File: src/rtl/seven_segment_reader.sv
// Recovers digit codes from a scanned, strobed 7-segment display bus and
// presents each complete display frame through a valid/ready handshake.
module seven_segment_reader #(
    parameter int DIGITS = 4,
    parameter int STABLE = 2
) (
    input  logic                  clk,
    input  logic                  rst,
    input  logic [6:0]            seg,
    input  logic                  al,
    input  logic [2:0]            version,
    input  logic [DIGITS-1:0]     strobe,
    output logic [4*DIGITS-1:0]   value,
    output logic [DIGITS-1:0]     blank,
    output logic [DIGITS-1:0]     err,
    output logic                  frame_valid,
    input  logic                  frame_ready,
    output logic                  overrun
);

    localparam int CW = $clog2(STABLE + 1);
    localparam logic [CW-1:0] CNT_MAX = CW'(STABLE);
    localparam logic [CW-1:0] CNT_HIT = CW'(STABLE - 1);

    logic [6:0]        glyph;
    logic [DIGITS-1:0] s1_strobe;
    logic [6:0]        s1_glyph;
    logic [CW-1:0]     cnt;
    logic              captured;
    logic [DIGITS-1:0] seen;
    logic [DIGITS-1:0] seen_next;
    logic [3:0]        shadow_code [DIGITS];
    logic [DIGITS-1:0] shadow_blank;
    logic [DIGITS-1:0] shadow_err;
    logic              same;
    logic              do_capture;
    logic              complete;
    logic [5:0]        dec;

    // Result layout: {blank, err, code[3:0]}.
    function automatic logic [5:0] decode(input logic [2:0] ver, input logic [6:0] g);
        logic       vhit;
        logic       bhit;
        logic [3:0] vcode;
        logic [3:0] bcode;
        vhit  = 1'b1;
        vcode = 4'd0;
        // Letter glyphs are checked first so hex 7C (B) wins over the base 6.
        case (ver)
            3'd1: case (g)
                7'h58: vcode = 4'hA;
                7'h4C: vcode = 4'hB;
                7'h62: vcode = 4'hC;
                7'h69: vcode = 4'hD;
                7'h78: vcode = 4'hE;
                default: vhit = 1'b0;
            endcase
            3'd2: case (g)
                7'h5C: vcode = 4'hA;
                7'h63: vcode = 4'hB;
                7'h01: vcode = 4'hC;
                7'h40: vcode = 4'hD;
                7'h08: vcode = 4'hE;
                default: vhit = 1'b0;
            endcase
            3'd4: case (g)
                7'h08: vcode = 4'hA;
                7'h48: vcode = 4'hB;
                7'h49: vcode = 4'hC;
                7'h41: vcode = 4'hD;
                7'h01: vcode = 4'hE;
                default: vhit = 1'b0;
            endcase
            3'd5: case (g)
                7'h40: vcode = 4'hA;
                7'h38: vcode = 4'hB;
                7'h39: vcode = 4'hC;
                7'h31: vcode = 4'hD;
                7'h79: vcode = 4'hE;
                default: vhit = 1'b0;
            endcase
            3'd6: case (g)
                7'h40: vcode = 4'hA;
                7'h79: vcode = 4'hB;
                7'h76: vcode = 4'hC;
                7'h38: vcode = 4'hD;
                7'h73: vcode = 4'hE;
                default: vhit = 1'b0;
            endcase
            3'd7: case (g)
                7'h77: vcode = 4'hA;
                7'h7C: vcode = 4'hB;
                7'h39: vcode = 4'hC;
                7'h5E: vcode = 4'hD;
                7'h79: vcode = 4'hE;
                7'h71: vcode = 4'hF;
                default: vhit = 1'b0;
            endcase
            default: vhit = 1'b0;
        endcase

        bhit  = 1'b1;
        bcode = 4'd0;
        case (g)
            7'h3F:        bcode = 4'd0;
            7'h06:        bcode = 4'd1;
            7'h5B:        bcode = 4'd2;
            7'h4F:        bcode = 4'd3;
            7'h66:        bcode = 4'd4;
            7'h6D:        bcode = 4'd5;
            7'h7D, 7'h7C: bcode = 4'd6;
            7'h27, 7'h07: bcode = 4'd7;
            7'h7F:        bcode = 4'd8;
            7'h6F, 7'h67: bcode = 4'd9;
            default:      bhit  = 1'b0;
        endcase

        if (g == 7'h00)
            return 6'b10_0000;
        if (vhit)
            return {2'b00, vcode};
        if (bhit)
            return {2'b00, bcode};
        return 6'b01_0000;
    endfunction

    assign glyph = seg ^ {7{~al}};

    always_comb begin
        same       = $onehot(s1_strobe) && (strobe == s1_strobe) && (glyph == s1_glyph);
        do_capture = same && !captured && (cnt == CNT_HIT);
        complete   = &seen;
        dec        = decode(version, glyph);
        seen_next  = complete ? '0 : seen;
        if (do_capture)
            seen_next = seen_next | s1_strobe;
    end

    always_ff @(posedge clk or posedge rst) begin
        if (rst) begin
            s1_strobe    <= '0;
            s1_glyph     <= '0;
            cnt          <= '0;
            captured     <= 1'b0;
            seen         <= '0;
            shadow_blank <= '0;
            shadow_err   <= '0;
            for (int i = 0; i < DIGITS; i++)
                shadow_code[i] <= 4'd0;
            value        <= '0;
            blank        <= '0;
            err          <= '0;
            frame_valid  <= 1'b0;
            overrun      <= 1'b0;
        end else begin
            s1_strobe <= strobe;
            s1_glyph  <= glyph;

            if (same) begin
                if (cnt != CNT_MAX)
                    cnt <= cnt + 1'b1;
                if (do_capture)
                    captured <= 1'b1;
            end else begin
                cnt      <= '0;
                captured <= 1'b0;
            end

            for (int i = 0; i < DIGITS; i++) begin
                if (do_capture && s1_strobe[i]) begin
                    shadow_code[i]  <= dec[3:0];
                    shadow_blank[i] <= dec[5];
                    shadow_err[i]   <= dec[4];
                end
            end
            seen <= seen_next;

            overrun <= 1'b0;
            if (complete) begin
                if (!frame_valid || frame_ready) begin
                    for (int i = 0; i < DIGITS; i++)
                        value[4*i +: 4] <= shadow_code[i];
                    blank       <= shadow_blank;
                    err         <= shadow_err;
                    frame_valid <= 1'b1;
                end else begin
                    overrun <= 1'b1;
                end
            end else if (frame_valid && frame_ready) begin
                frame_valid <= 1'b0;
            end
        end
    end

endmodule

File: config.mk
export PLATFORM = sky130hd
export DESIGN_NAME = seven_segment_reader
export DESIGN_NICKNAME = d
export VERILOG_FILES = /design/src/rtl/seven_segment_reader.sv
export SDC_FILE = /design/constraint.sdc
export NUM_CORES = 1
export LEC_CHECK = 0
export ABC_AREA = 0
export CAP_MARGIN = 20
export CELL_PAD_IN_SITES_DETAIL_PLACEMENT = 0
export CELL_PAD_IN_SITES_GLOBAL_PLACEMENT = 2
export CORE_UTILIZATION = 40
export CTS_BUF_LIST = sky130_fd_sc_hd__clkbuf_16
export DETAILED_ROUTE_END_ITERATION = 10
export MAX_ROUTING_LAYER = met4
export PLACE_DENSITY_LB_ADDON = 0.1
export SLEW_MARGIN = 0
export SYNTH_ARGS = -nofsm -noshare
export SYNTH_HDL_FRONTEND = slang
export SYNTH_SLANG_ARGS = --single-unit
File: constraint.sdc
create_clock -name clk -period 6 [get_ports clk]
set_input_delay 0.6 -clock clk [delete_from_list [all_inputs] [get_ports clk]]
set_output_delay 0.6 -clock clk [all_outputs]
set_load 0.03 [all_outputs]
Word-level counts from Yosys, hierarchy flattened

Index checks and enable logic that the tools add are counted.

Equality and inequality tests: 49
Multiplexer cells: 39
Multiply operators: 0
Shift-type cells: 0
Reduce and logical (&&, ||, !) cells: 27
Add/subtract/negate cells: 4
Bitwise gates (word level): 3
Magnitude comparators: 0
Divide/modulo/power cells: 0

Operator list:

| cell                                                   | number |
|---|---|
| == test 7 bit (second input constant)                  | 26 |
| one-hot mux 4 bit (5 select lines)                     | 5 |
| one-hot mux 4 bit (6 select lines)                     | 2 |
| two-way mux 6 bit                                      | 6 |
| one-hot mux 4 bit (9 select lines)                     | 1 |
| == test 7 x 6 -> 1 bit (second input constant)         | 5 |
| OR reduction 5 bit                                     | 5 |
| two-way mux 1 bit                                      | 20 |
| == test 7 x 3 -> 1 bit (second input constant)         | 2 |
| OR reduction 13 bit                                    | 1 |
| == test 3 bit (second input constant)                  | 4 |
| logical AND 1 bit                                      | 9 |
| two-way mux 4 bit                                      | 2 |
| == test 7 x 1 -> 1 bit (second input constant)         | 1 |
| == test 7 x 4 -> 1 bit (second input constant)         | 1 |
| == test 7 bit                                          | 1 |
| zero test 7 bit                                        | 1 |
| bitwise XOR 7 bit                                      | 1 |
| == test 3 x 1 -> 1 bit (second input constant)         | 2 |
| inequality test 2 x 1 -> 1 bit (second input constant) | 3 |
| one-hot mux 1 bit (6 select lines)                     | 1 |
| OR reduction 2 bit                                     | 3 |
| OR reduction 6 bit                                     | 1 |
| AND reduction 5 bit                                    | 1 |
| other kinds (15)                                       | 18 |

Register bits after elaboration: 68
Bits in latches: 0
Memories: 0
Output and inout port bits: 26
Memory bits (read-only): 0
Logic and storage cells: 144
Input port bits: 18
RAM bits: 0

Depth between registers and ports, before layout

Word-level depth: 13
Mapped depth: 13
Gate-level depth less buffers: 12

Least setup slack after synthesis

OpenSTA, ideal clock, no wires.

Path type: register to register
Start point: register s1_strobe[0]
End point: register shadow_code[6] (netlist name)
Arrival: 2.761 ns
Setup slack: 3.114 ns
Buffers on the path: 1
Clock period less this slack: 2.886 ns
Data required time: 5.875 ns
Cell stages (with the launch flop): 14
Setup time: 0.125 ns
Cells stage by stage: dfrtp_1 -> inv_1 -> fa_1 -> inv_1 -> ha_1 -> ha_1 -> nor2_1 -> nand3_1 -> a221oi_1 -> and3_1 -> and4b_1 -> buf_6 -> nand2_4 -> mux2_4

Longest elaborated chain between the ends: 8
Elaborated cells between the ends (all ways): 9
Those cells by class: add/sub (2); eq/ne (2); reduce/logical (5)

RTL lines:

| element                                    | line | RTL |
|---|---|---|
| start, declared                            | 26   | `logic [DIGITS-1:0] s1_strobe;` |
| start signal, assigned                     | 156  | `s1_strobe <= strobe;` |
| adder 1 x 1 -> 2 bit (not written as such) | 130  | `same = $onehot(s1_strobe) && (strobe == s1_strobe) && (glyph == s1_glyph);` |
| adder 2 x 2 -> 3 bit (not written as such) | 130  |  |
| == test 3 x 1 -> 1 bit                     | 130  |  |
| logical AND 1 bit * (2 in a row)           | 130  |  |
| logical AND 1 bit * (2 in a row)           | 131  | `do_capture = same && !captured && (cnt == CNT_HIT);` |
| logical AND 1 bit *                        | 170  | `if (do_capture && s1_strobe[i]) begin` |
| end signal, assigned by index              | 171  | `shadow_code[i] <= dec[3:0];` |
| end, declared                              | 32   | `logic [3:0] shadow_code [DIGITS];` |

Mark *: on every way between the ends. The rest lies on a longest branch, timed or not.
A chain may end at the register's enable or synchronous reset.

Final worst setup path

Start point: register s1_strobe[0]
End point: register shadow_blank[2]

Longest elaborated chain between the ends: 8
Elaborated cells between the ends (all ways): 9
Those cells by class: add/sub (2); eq/ne (2); reduce/logical (5)

RTL lines:

| element                                    | line | RTL |
|---|---|---|
| adder 1 x 1 -> 2 bit (not written as such) | 130  |  |
| adder 2 x 2 -> 3 bit (not written as such) | 130  |  |
| == test 3 x 1 -> 1 bit                     | 130  |  |
| logical AND 1 bit * (2 in a row)           | 130  |  |
| logical AND 1 bit * (2 in a row)           | 131  |  |
| logical AND 1 bit *                        | 170  |  |
| end signal, assigned by index              | 172  | `shadow_blank[i] <= dec[5];` |
| end, declared                              | 33   | `logic [DIGITS-1:0] shadow_blank;` |

Marks and branches as above.

==> impl_metrics.yaml <==
power_and_ir_drop:
  power.leakage_uw: 0.002191
  p_per_area_nw_per_um2: 227.9
  p_total_uw: 1095
  ir_drop_uv: 157.1
grt:
  grt_pass1_wl_um: 16080
  antenna_found_initial: 0
  grt_max_degree: 69
  grt_pass1_vias: 2989
  grt_overflow_total: 0
  grt_util_all_layers: 0.2133
floorplanning:
  core_region_area_sq_um: 9774
  rows: 36
  die_y_um: 102.4
  initial_core_util: 0.4122
  ios: 44
  fp.dieArea_sq_um: 10480
  die_w_um: 102.4
finish:
  drive_gt1_frac: 0.1942
  antenna_cells: 0
  nFillCells: 938
  nets: 431
  area_delta_synth_final_pct: 19.22
timing:
  rsz0062_at_grt: "no"
  finalCritPeriodShare: 0.5671
  fmax_ghz: 0.2939
  drv_slew: 0
  hold_viol_final: 0
  skew_ps: 5.660
  setup_viol: 0
  fin_crit_ps: 3403
  tightest_slew_ps: 831.0
  fin_hold_ws_ps: 479.9
  slew_headroom: 0.4417
  fin_ws_ps: 2597
  finalSetupTns_ps: 0
setup_path:
  cp_max_fo: 7
  max_stage_delay_ps: 540
  required_ps: 6210
  start_kind: "flop"
  cp.arrival_ps: 3610
  crit_slowest_cell: "fa_1"
  critPathBufInv: 2
  cp_top_family: "simple AND/OR/NAND/NOR gates"
  crit_path_cell_trace: "inv_1 -> fa_1 -> inv_1 -> ha_1 -> ha_1 -> nor2_1 -> nand3_1 -> a221oi_1 -> and3_1 -> and4b_1 -> nand2_4 -> mux2_4"
  criticalPathCategory: "reg2reg"
  cp-end-kind: "flop"
  r2r_setup_slack_ps: 2600
cts:
  cts_root_buf: "clkbuf_16"
  clk_latency_ps: 330
  cts_tree: "yes"
  path_clk_slew_ps: 60
  cts_buffer_depth: 2
  cts_sinks: 68
  cts_max_level: 3
  cts_buffers: 9
  holdBufCountCts: 0
  post_cts_buffers: 0
  cts_resized: 0
drt:
  ant_nets: 0
  first_pass_iters: 4
  via_per_inst: 5.644
  drt-initial-drc-count: 112
  drc: 0
  routedWlPerCell_um: 18.12
  vias: 3076
  routed_wl_um: 9877
logic_synthesis:
  synth_area_sq_um: 4029
  synth_top_area_cell: "dfrtp_1"
  async_reset_ff_frac: 1.000
  synth-warning-count: 0
  avgSynthCellArea_sq_um: 10.74
  synth_area_leaders: "dfrtp_1, mux2_2, mux2_1"
  yosysSeqAreaShare: 0.4224
  synth_edf_count: 0
  synth_nets: 398
  synth.ff_latch_count: 68
  synth_ff_type: "dfrtp_1"
  yosys.area.top_type_share: 0.4224
  syn_inst: 375
  synth_cell_types: 72
placement:
  pre_cts_slack_ps: 2435
  place.gp.congestion: 1.002
  port_buffers: 43
  dp_hpwl_um: 7239
worst_hold_path:
  hold_path.class: "reg2reg"
run_status:
  status: "finished clean"
run:
  maxCapViolCount: 0
kinds of logic (layout without fill, tap and decap cells):
logic type	after synthesis	count (layout)	synth area share
DFF	68	68	0.4224
and+or+nand+nor	118	118	0.1823
buffers and inverters	41	78	0.05000
adders and majority gates	5	5	0.01739
AOI/OAI and AO/OA	71	71	0.1286
muxes	52	52	0.1503
xor gates and xnor gates	20	20	0.04907
worst paths after layout:
kind                               from              end  cells past startpoint
max                        s1_strobe[0]  shadow_blank[2]                     12
min                             seen[2]          seen[2]                      2
max reg2reg                s1_strobe[0]  shadow_blank[2]                     12
min reg2reg                     seen[2]          seen[2]                      2
max in group asynchronous           rst  shadow_blank[2]                      3
min in group asynchronous           rst        value[15]                      3
synth_stat cells (6+ instances only):
cell / count
mux2_4: 6
nand2_1: 26
clkbuf_1: 6
dfrtp_1: 68
xnor2_1: 8
nor2_1: 13
mux2_2: 35
buf_2: 11
xor2_1: 9
nand3_1: 10
and3_1: 6
o21ai_0: 12
o22ai_1: 10
mux2_1: 9
a21oi_1: 8
inv_1: 17
sequential cells by signal, summed over array words and instances (netlist names):
register / flops
cnt: 2
captured: 1
seen: 4
value: 16
blank: 4
shadow_blank: 4
overrun: 1
frame_valid: 1
shadow_err: 4
shadow_code: 16
s1_glyph: 7
err: 4
s1_strobe: 4
metrics by stage:
step | area, sq um | instances | util
after floorplan | 4029 | 375 | -
after global placement | 4506 | 529 | 0.4610
after detailed placement | 4521 | 530 | 0.4625
after CTS | 4803 | 545 | 0.4914
after global routing | 4803 | 545 | 0.4914
final | 4803 | 545 | 0.4914
worst reg2reg max path, delay by kind of cell (launching register included):
kind | cells | cell delay (ps)
muxes | 1 | 330
buffers and inverters | 2 | 130
and+or+nand+nor | 5 | 1060
adders and majority gates | 3 | 970
DFF | 1 | 430
AOI/OAI and AO/OA | 1 | 370
layout make-up:
cell class                      instances  area, sq um  share of cell area
Multi-Input combinational cell        266         2128              0.4431
Sequential cell                        68         1702              0.3543
Timing Repair Buffer                   46        460.4             0.09586
Clock buffer                            9        225.2             0.04689
Tap cell                              133        166.4             0.03464
Inverter                               17        63.81             0.01328
Clock inverter                          6        57.56             0.01198
routing by layer:
metal  vias to the layer above  routed length [um]  GRT usage
li1                       1445                   -          -
met1                      1540                4720     0.2848
met2                        76                4571     0.3268
met3                        15                 450    0.04378
met4                         0                 134    0.06374
met5                         -                   0          -
layout by cell type (no fill, tap or decap), types with 3 or more instances in the layout:
cell type / n
nor3b_1: 4
nand3b_1: 4
nand2b_1: 5
nand2_4: 4
nand3_1: 10
a221oi_1: 3
o21ai_0: 12
nor4_1: 3
dfrtp_1: 68
inv_1: 17
o22ai_1: 10
a22o_1: 3
mux2_2: 35
nor2_1: 13
nor3_1: 5
a21oi_1: 8
xnor2_1: 8
a22oi_1: 5
nand4_1: 3
ha_1: 4
and3_1: 6
xor2_1: 9
or3_1: 4
a211oi_1: 3
mux2_4: 6
clkbuf_16: 9
nand2_1: 26
a32oi_1: 3
nand4b_1: 4
mux2_1: 9
or2_2: 5
and3b_1: 3
clkdlybuf4s50_1: 43
power by group:
group | switching, uW | total [uW] | internal (uW)
clock network | 189 | 504 | 315
logic | 76.3 | 121 | 44.9
registers | 4.53 | 470 | 465
total | 269 | 1090 | 825
No activity file was read; power rests on OpenSTA's default activity.
